`config.mk`:
```
export PLATFORM = sky130hd
export DESIGN_NAME = data_memory_bw
export DESIGN_NICKNAME = d
export VERILOG_FILES = /design/src/rtl/data_memory_bw.sv
export SDC_FILE = /design/constraint.sdc
export NUM_CORES = 2
export LEC_CHECK = 0
export BUFFER_PORTS_ARGS = -buffer_cell sky130_fd_sc_hd__buf_4
export CORE_MARGIN = 5
export CORE_UTILIZATION = 40
export DETAILED_ROUTE_END_ITERATION = 8
export MAX_ROUTING_LAYER = met4
export SETUP_SLACK_MARGIN = 0.2
export SYNTH_ARGS = -nofsm -noshare
export SYNTH_HDL_FRONTEND = slang
export SYNTH_SLANG_ARGS = --single-unit
```
`constraint.sdc`:
```
create_clock -name Clk -period 14.5 [get_ports Clk]
set_input_delay 2.9 -clock Clk [delete_from_list [all_inputs] [get_ports Clk]]
set_output_delay 2.9 -clock Clk [all_outputs]
set_load 0.01 [all_outputs]
```
`src/rtl/data_memory_bw.sv`:
```
// Byte/halfword/word data memory for the MEM stage. Registered loads, written-word tracking, misalignment flag.
// Optional macro DMEM_BOUNDS_CHECK_EN adds a RangeErr output and drops out-of-range accesses.
module data_memory_bw #(
  parameter int DEPTH_WORDS = 64,
  parameter int ADDR_WIDTH  = 32,
  parameter bit BIG_ENDIAN  = 1'b1
) (
  input  logic                  Clk,
  input  logic                  Reset,
  input  logic                  MemWre,
  input  logic                  MemRead,
  input  logic [1:0]            AccessSize,
  input  logic                  LoadUnsigned,
  input  logic [ADDR_WIDTH-1:0] DataAddress,
  input  logic [31:0]           DataIn,
  output logic [31:0]           DataOut,
  output logic                  DataValid,
  output logic                  AlignErr
`ifdef DMEM_BOUNDS_CHECK_EN
  ,
  output logic                  RangeErr
`endif
);

  localparam int IDX_W = $clog2(DEPTH_WORDS);

  logic [31:0]            mem_q [DEPTH_WORDS];
  logic [DEPTH_WORDS-1:0] written_q, written_d;
  logic [31:0]            data_out_q, data_out_d;
  logic                   valid_q, valid_d;
  logic                   align_q, align_d;
  logic                   range_q, range_d;

  logic [IDX_W-1:0] idx;
  logic [1:0]       off;
  logic             is_byte, is_half, misalign, out_of_range, req, ok;
  logic             do_wr, do_rd;
  logic [1:0]       sh;
  logic [3:0]       size_mask, lane_en;
  logic [31:0]      base_word, wdata, merged, rshift;

  assign idx     = DataAddress[IDX_W+1:2];
  assign off     = DataAddress[1:0];
  assign is_byte = (AccessSize == 2'b00);
  assign is_half = (AccessSize == 2'b01);
  assign misalign = (is_half && off[0]) || (!is_byte && !is_half && (off != 2'b00));
  assign req      = MemWre || MemRead;

`ifdef DMEM_BOUNDS_CHECK_EN
  assign out_of_range = (64'(DataAddress) >= 64'(DEPTH_WORDS) * 64'd4);
`else
  assign out_of_range = 1'b0;
`endif

  assign ok    = !misalign && !out_of_range;
  assign do_wr = MemWre && ok;
  assign do_rd = MemRead && !MemWre && ok;

  // Byte-lane shift of the addressed sub-word within the 32-bit word (lane 0 = bits [7:0]).
  always_comb begin
    sh        = 2'd0;
    size_mask = 4'b1111;
    if (is_byte) begin
      size_mask = 4'b0001;
      sh        = BIG_ENDIAN ? 2'(2'd3 - off) : off;
    end else if (is_half) begin
      size_mask = 4'b0011;
      sh        = BIG_ENDIAN ? 2'(2'd2 - off) : off;
    end
  end

  assign lane_en   = size_mask << sh;
  assign wdata     = DataIn << {sh, 3'b000};
  assign base_word = written_q[idx] ? mem_q[idx] : 32'd0;
  assign rshift    = base_word >> {sh, 3'b000};

  // Unwritten words merge against zero, so untouched bytes always read back as 0.
  for (genvar k = 0; k < 4; k++) begin : g_lane
    assign merged[8*k +: 8] = lane_en[k] ? wdata[8*k +: 8] : base_word[8*k +: 8];
  end

  always_comb begin
    written_d  = written_q;
    data_out_d = data_out_q;
    valid_d    = 1'b0;
    align_d    = req && misalign;
    range_d    = req && !misalign && out_of_range;
    if (do_wr) written_d[idx] = 1'b1;
    if (do_rd) begin
      valid_d = 1'b1;
      if (is_byte)
        data_out_d = LoadUnsigned ? {24'd0, rshift[7:0]} : {{24{rshift[7]}}, rshift[7:0]};
      else if (is_half)
        data_out_d = LoadUnsigned ? {16'd0, rshift[15:0]} : {{16{rshift[15]}}, rshift[15:0]};
      else
        data_out_d = rshift;
    end
  end

  always_ff @(posedge Clk or negedge Reset) begin
    if (!Reset) begin
      written_q  <= '0;
      data_out_q <= 32'd0;
      valid_q    <= 1'b0;
      align_q    <= 1'b0;
      range_q    <= 1'b0;
    end else begin
      written_q  <= written_d;
      data_out_q <= data_out_d;
      valid_q    <= valid_d;
      align_q    <= align_d;
      range_q    <= range_d;
    end
  end

  // Storage is deliberately not reset; the written bitmap masks stale contents.
  always_ff @(posedge Clk) begin
    if (Reset && do_wr) mem_q[idx] <= merged;
  end

  assign DataOut   = data_out_q;
  assign DataValid = valid_q;
  assign AlignErr  = align_q;
`ifdef DMEM_BOUNDS_CHECK_EN
  assign RangeErr  = range_q;
`else
  logic unused_range;
  assign unused_range = range_q;
`endif

endmodule

```
==> flow_metrics.py <==
metrics = {
    "status": {
        "outcome": "complete, but fails checks",
        "violations_in_the_final_reports": "capacitance limit, slew limit",
    },
    "worst_hold_path": {
        "worstHoldPathType": "flip-flop to flip-flop",
    },
    "clock_network": {
        "cts.sinks": 2146,
        "clock_path_buffers": 3,
        "tritoncts": "done",
        "cts_repair_resize_count": 0,
        "cts-root-buf": "sky130_fd_sc_hd__clkbuf_16",
        "tritoncts.num_buffers": 208,
        "cts_htree_levels": 4,
        "post_cts.repair.setup_buffers": 0,
        "cts-hold-fix-buffers": 0,
        "clk-insertion-delay-late_ns": 0.88,
        "clk_pin_slew_ns": 0.06,
    },
    "logic_synthesis": {
        "synth_seq_cells": 2146,
        "netlist_top_cells_count": "2048 x sky130_fd_sc_hd__edfxtp_1, 542 x sky130_fd_sc_hd__a22oi_1, 143 x sky130_fd_sc_hd__a31oi_1",
        "synthFlopType": "sky130_fd_sc_hd__edfxtp_1",
        "synth_area_leader_cell": "sky130_fd_sc_hd__edfxtp_1",
        "syn_inst": 4554,
        "ys_async_sr_fraction_pct": 4.57,
        "synth_most_common_cell": "sky130_fd_sc_hd__edfxtp_1",
        "post_synth.cell_area_avg_um2": 17.9,
        "post_synth_edffs": 2048,
        "synth.yosys.seq_area_share_pct": 78.5,
        "mappedNetlistNets": 4626,
        "total_number_of_yosys_warnings": 0,
        "netlist_area_um2": 81500,
        "netlist.area_leader.share_pct": 75.5,
        "yosys.cell_types.count": 98,
        "ys_top_cells_by_area": "sky130_fd_sc_hd__edfxtp_1 75%, sky130_fd_sc_hd__a22oi_1 5.0%, sky130_fd_sc_hd__dfrtp_1 3.0%",
    },
    "placement": {
        "placement.cell_area_um2": 86100,
        "port_buffers": 80,
        "dp.cells": 7184,
        "place.gp.congestion": 0.932,
        "place.detailed.hpwl_mm": 150,
    },
    "timing": {
        "fin_skew_ns": 0.0370,
        "setup_total_negative_slack_ns": 0,
        "setup-violations-final": 0,
        "achievable-frequency_ghz": 0.115,
        "max-slew-margin-rel_pct": -3.56,
        "timing.hold.ws_ns": 0.470,
        "grt_setup_unrepaired": "false",
        "layout_worst_path_cycle_share_pct": 59.9,
        "final_hold_viol_count": 0,
        "period_minus_slack_ns": 8.69,
        "slew_violations": 5,
        "timing_worst_slew_pin_value_ns": 1.55,
    },
    "worst_setup_path": {
        "timing.critical_path.cells": "buf_8 -> buf_4 -> nor3b_4 -> buf_4 -> buf_4 -> a22oi_1 -> a31oi_1 -> nor3_1 -> and2_1 -> buf_4 -> a31oi_1 -> a221o_2",
        "cp_common_cell": "sky130_fd_sc_hd__buf_4",
        "path_max_fanout": 67,
        "required_time_at_the_endpoint_of_the_critical_path_ns": 15.01,
        "worst_setup_path_end_kind": "flip-flop",
        "worst_path_largest_cell_delay_ns": 1.19,
        "critical-path-slowest-cell": "sky130_fd_sc_hd__a31oi_1",
        "critical_path.startpoint_type": "input pin",
        "critical_path_arrival_ns": 9.20,
        "critical_path_buf_inv_count": 5,
        "timing_worst_setup_path_type": "input pin to flip-flop",
        "cp_top_family": "buffers and inverters",
    },
    "routing": {
        "dr.first_iter.drc_count": 7753,
        "wl_per_cell_um": 37.0,
        "route.final.wire_length_mm": 280,
        "drcViolationCount": 0,
        "avgViaCountPerCell": 6.52,
        "dr.pass1.iters": 9,
        "vias": 49400,
        "ant_nets": 0,
    },
    "layout": {
        "finalNonFillerCells": 7573,
        "multi_input_comb_area_um2": 16500,
        "fillerInstances": 17100,
        "seqCellArea_um2": 64000,
        "synthToLayoutAreaGrowth_pct": 13.7,
        "fin_area_um2": 92700,
        "final_layout_size_suffix_gt1_share_pct": 16.7,
        "design.final.nets": 4794,
    },
    "grt": {
        "grt_antenna_before_repair": 14,
        "pin_count_of_the_biggest_net_entering_global_routing": 97,
        "grt.total_usage_pct": 26.6,
        "global_route.usage.met1_pct": 35.1,
        "gr-usage-met3_pct": 6.79,
        "global_route.usage.met2_pct": 38.3,
        "gr-total-overflow": 0,
        "grt_pass1_vias": 46000,
        "grt_pass1_wl_mm": 383,
        "top_usage_layer": "met2",
    },
    "run": {
        "timing.max_cap.violations": 1,
    },
    "floorplan": {
        "die_width_um": 461,
        "boundaryPins": 105,
        "start_util_pct": 40.2,
        "dieHeight_um": 461,
        "dieArea_um2": 213000,
        "placeableCoreArea_um2": 203000,
        "std_cell_rows": 165,
    },
    "power_and_ir_drop": {
        "report.power.total_uw": 13100,
        "total_leakage_power_uw": 0.0289,
        "ir_worst_vdd_v": 0.000105,
        "powerDensity_nw_per_um2": 142,
    },
}
[worst paths after layout]
| path | slack, ns | startpoint | end | cells after the start |
|---|---|---|---|---|
| setup / recovery | 5.81 | DataAddress[4] | mem_q[18][18] | 12 |
| hold / removal | 0.47 | written_q[22] | written_q[22] | 1 |
| setup reg to reg | 10.30 | written_q[18] | mem_q[18][18] | 8 |
| hold reg to reg | 0.47 | written_q[22] | written_q[22] | 1 |
| max in group asynchronous | 11.10 | Reset | written_q[0] | 2 |
| min in group asynchronous | 2.00 | Reset | DataValid | 1 |
[per-stage QoR]
stage | setup WS [ns] | util [%]
2_1_floorplan | 6.51 | -
3_3_place_gp | 5.53 | 42.5
3_5_place_dp | 5.45 | 42.5
4_1_cts | 6.37 | 45.7
5_1_grt | 5.96 | 45.8
6_report | 5.81 | 45.8
[cell type report]
type	instances	share of cell area [%]
flip-flops and latches	2146	69.0
multi-input cells	2074	17.8
clock buffers	255	5.88
well taps	2672	3.61
repair buffers	283	2.41
clock inverters	121	1.22
inverters	9	0.0365
diodes	13	0.0351
[sequential cells by signal (all words and copies together), names as in the netlist]
register   cells
AlignErr       1
DataOut       32
DataValid      1
mem_q       2048
written_q     64
[layout by cell type, fill, tap and decap left out, types with 9 or more instances in the layout]
cell / synthesis / layout
sky130_fd_sc_hd__nor4_1: 12 / 12
sky130_fd_sc_hd__nor2_1: 137 / 70
sky130_fd_sc_hd__a22oi_1: 542 / 540
sky130_fd_sc_hd__mux2i_1: 111 / 109
sky130_fd_sc_hd__clkbuf_16: 0 / 210
sky130_fd_sc_hd__o2bb2ai_1: 18 / 18
sky130_fd_sc_hd__o22ai_1: 29 / 25
sky130_fd_sc_hd__buf_4: 43 / 273
sky130_fd_sc_hd__clkinv_2: 0 / 35
sky130_fd_sc_hd__a221o_1: 17 / 15
sky130_fd_sc_hd__diode_2: 0 / 13
sky130_fd_sc_hd__and3_1: 10 / 9
sky130_fd_sc_hd__and4b_1: 16 / 16
sky130_fd_sc_hd__clkbuf_1: 82 / 42
sky130_fd_sc_hd__nand4_1: 37 / 37
sky130_fd_sc_hd__clkinv_1: 1 / 50
sky130_fd_sc_hd__a31oi_1: 143 / 143
sky130_fd_sc_hd__and4_1: 20 / 20
sky130_fd_sc_hd__o21ai_0: 51 / 37
sky130_fd_sc_hd__edfxtp_1: 2048 / 2048
sky130_fd_sc_hd__a2111oi_0: 20 / 20
sky130_fd_sc_hd__a221oi_1: 103 / 103
sky130_fd_sc_hd__a41oi_1: 24 / 24
sky130_fd_sc_hd__o21bai_1: 64 / 64
sky130_fd_sc_hd__nor2_4: 0 / 64
sky130_fd_sc_hd__a222oi_1: 55 / 55
sky130_fd_sc_hd__mux4_2: 28 / 28
sky130_fd_sc_hd__dfrtp_1: 98 / 98
sky130_fd_sc_hd__o21ai_4: 0 / 13
sky130_fd_sc_hd__nand3_1: 39 / 37
sky130_fd_sc_hd__nor4bb_1: 20 / 20
sky130_fd_sc_hd__nand2_1: 129 / 126
sky130_fd_sc_hd__mux2_1: 15 / 15
sky130_fd_sc_hd__a21oi_1: 90 / 87
sky130_fd_sc_hd__nor3_1: 13 / 12
sky130_fd_sc_hd__bufinv_16: 0 / 15
sky130_fd_sc_hd__mux2_2: 66 / 66
sky130_fd_sc_hd__a22o_1: 81 / 81
sky130_fd_sc_hd__nand2b_1: 15 / 14
[report_power, final]
group | total, µW | switching (µW) | leakage (µW) | internal [µW]
clock | 5280 | 2340 | 0.00321 | 2940
sequential | 6980 | 34.0 | 0.0198 | 6950
combinational | 881 | 649 | 0.00584 | 232
total | 13100 | 3020 | 0.0289 | 10100
[routing by layer]
| layer | wire length [µm] | vias up |
|---|---|---|
| met2 | 124000 | 3609 |
| met1 | 105000 | 25700 |
| met4 | 16600 | 0 |
| met3 | 34600 | 687 |
| met5 | 0 | - |
| li1 | - | 19500 |
[kinds of logic (layout without fill, tap and decap cells)]
family          count (synthesis)  in the layout  share of synthesized area [%]
xor+xnor                        1              1                         0.0108
buf+inv                       334            668                           2.33
flops                        2146           2146                           78.5
fa+ha+maj                       1              1                         0.0154
mux                           220            220                           3.26
simple gates                  514            514                           3.44
other cells                     0             13                              0
compound gates               1338           1338                           12.5
(Power assumes the default switching activity.)
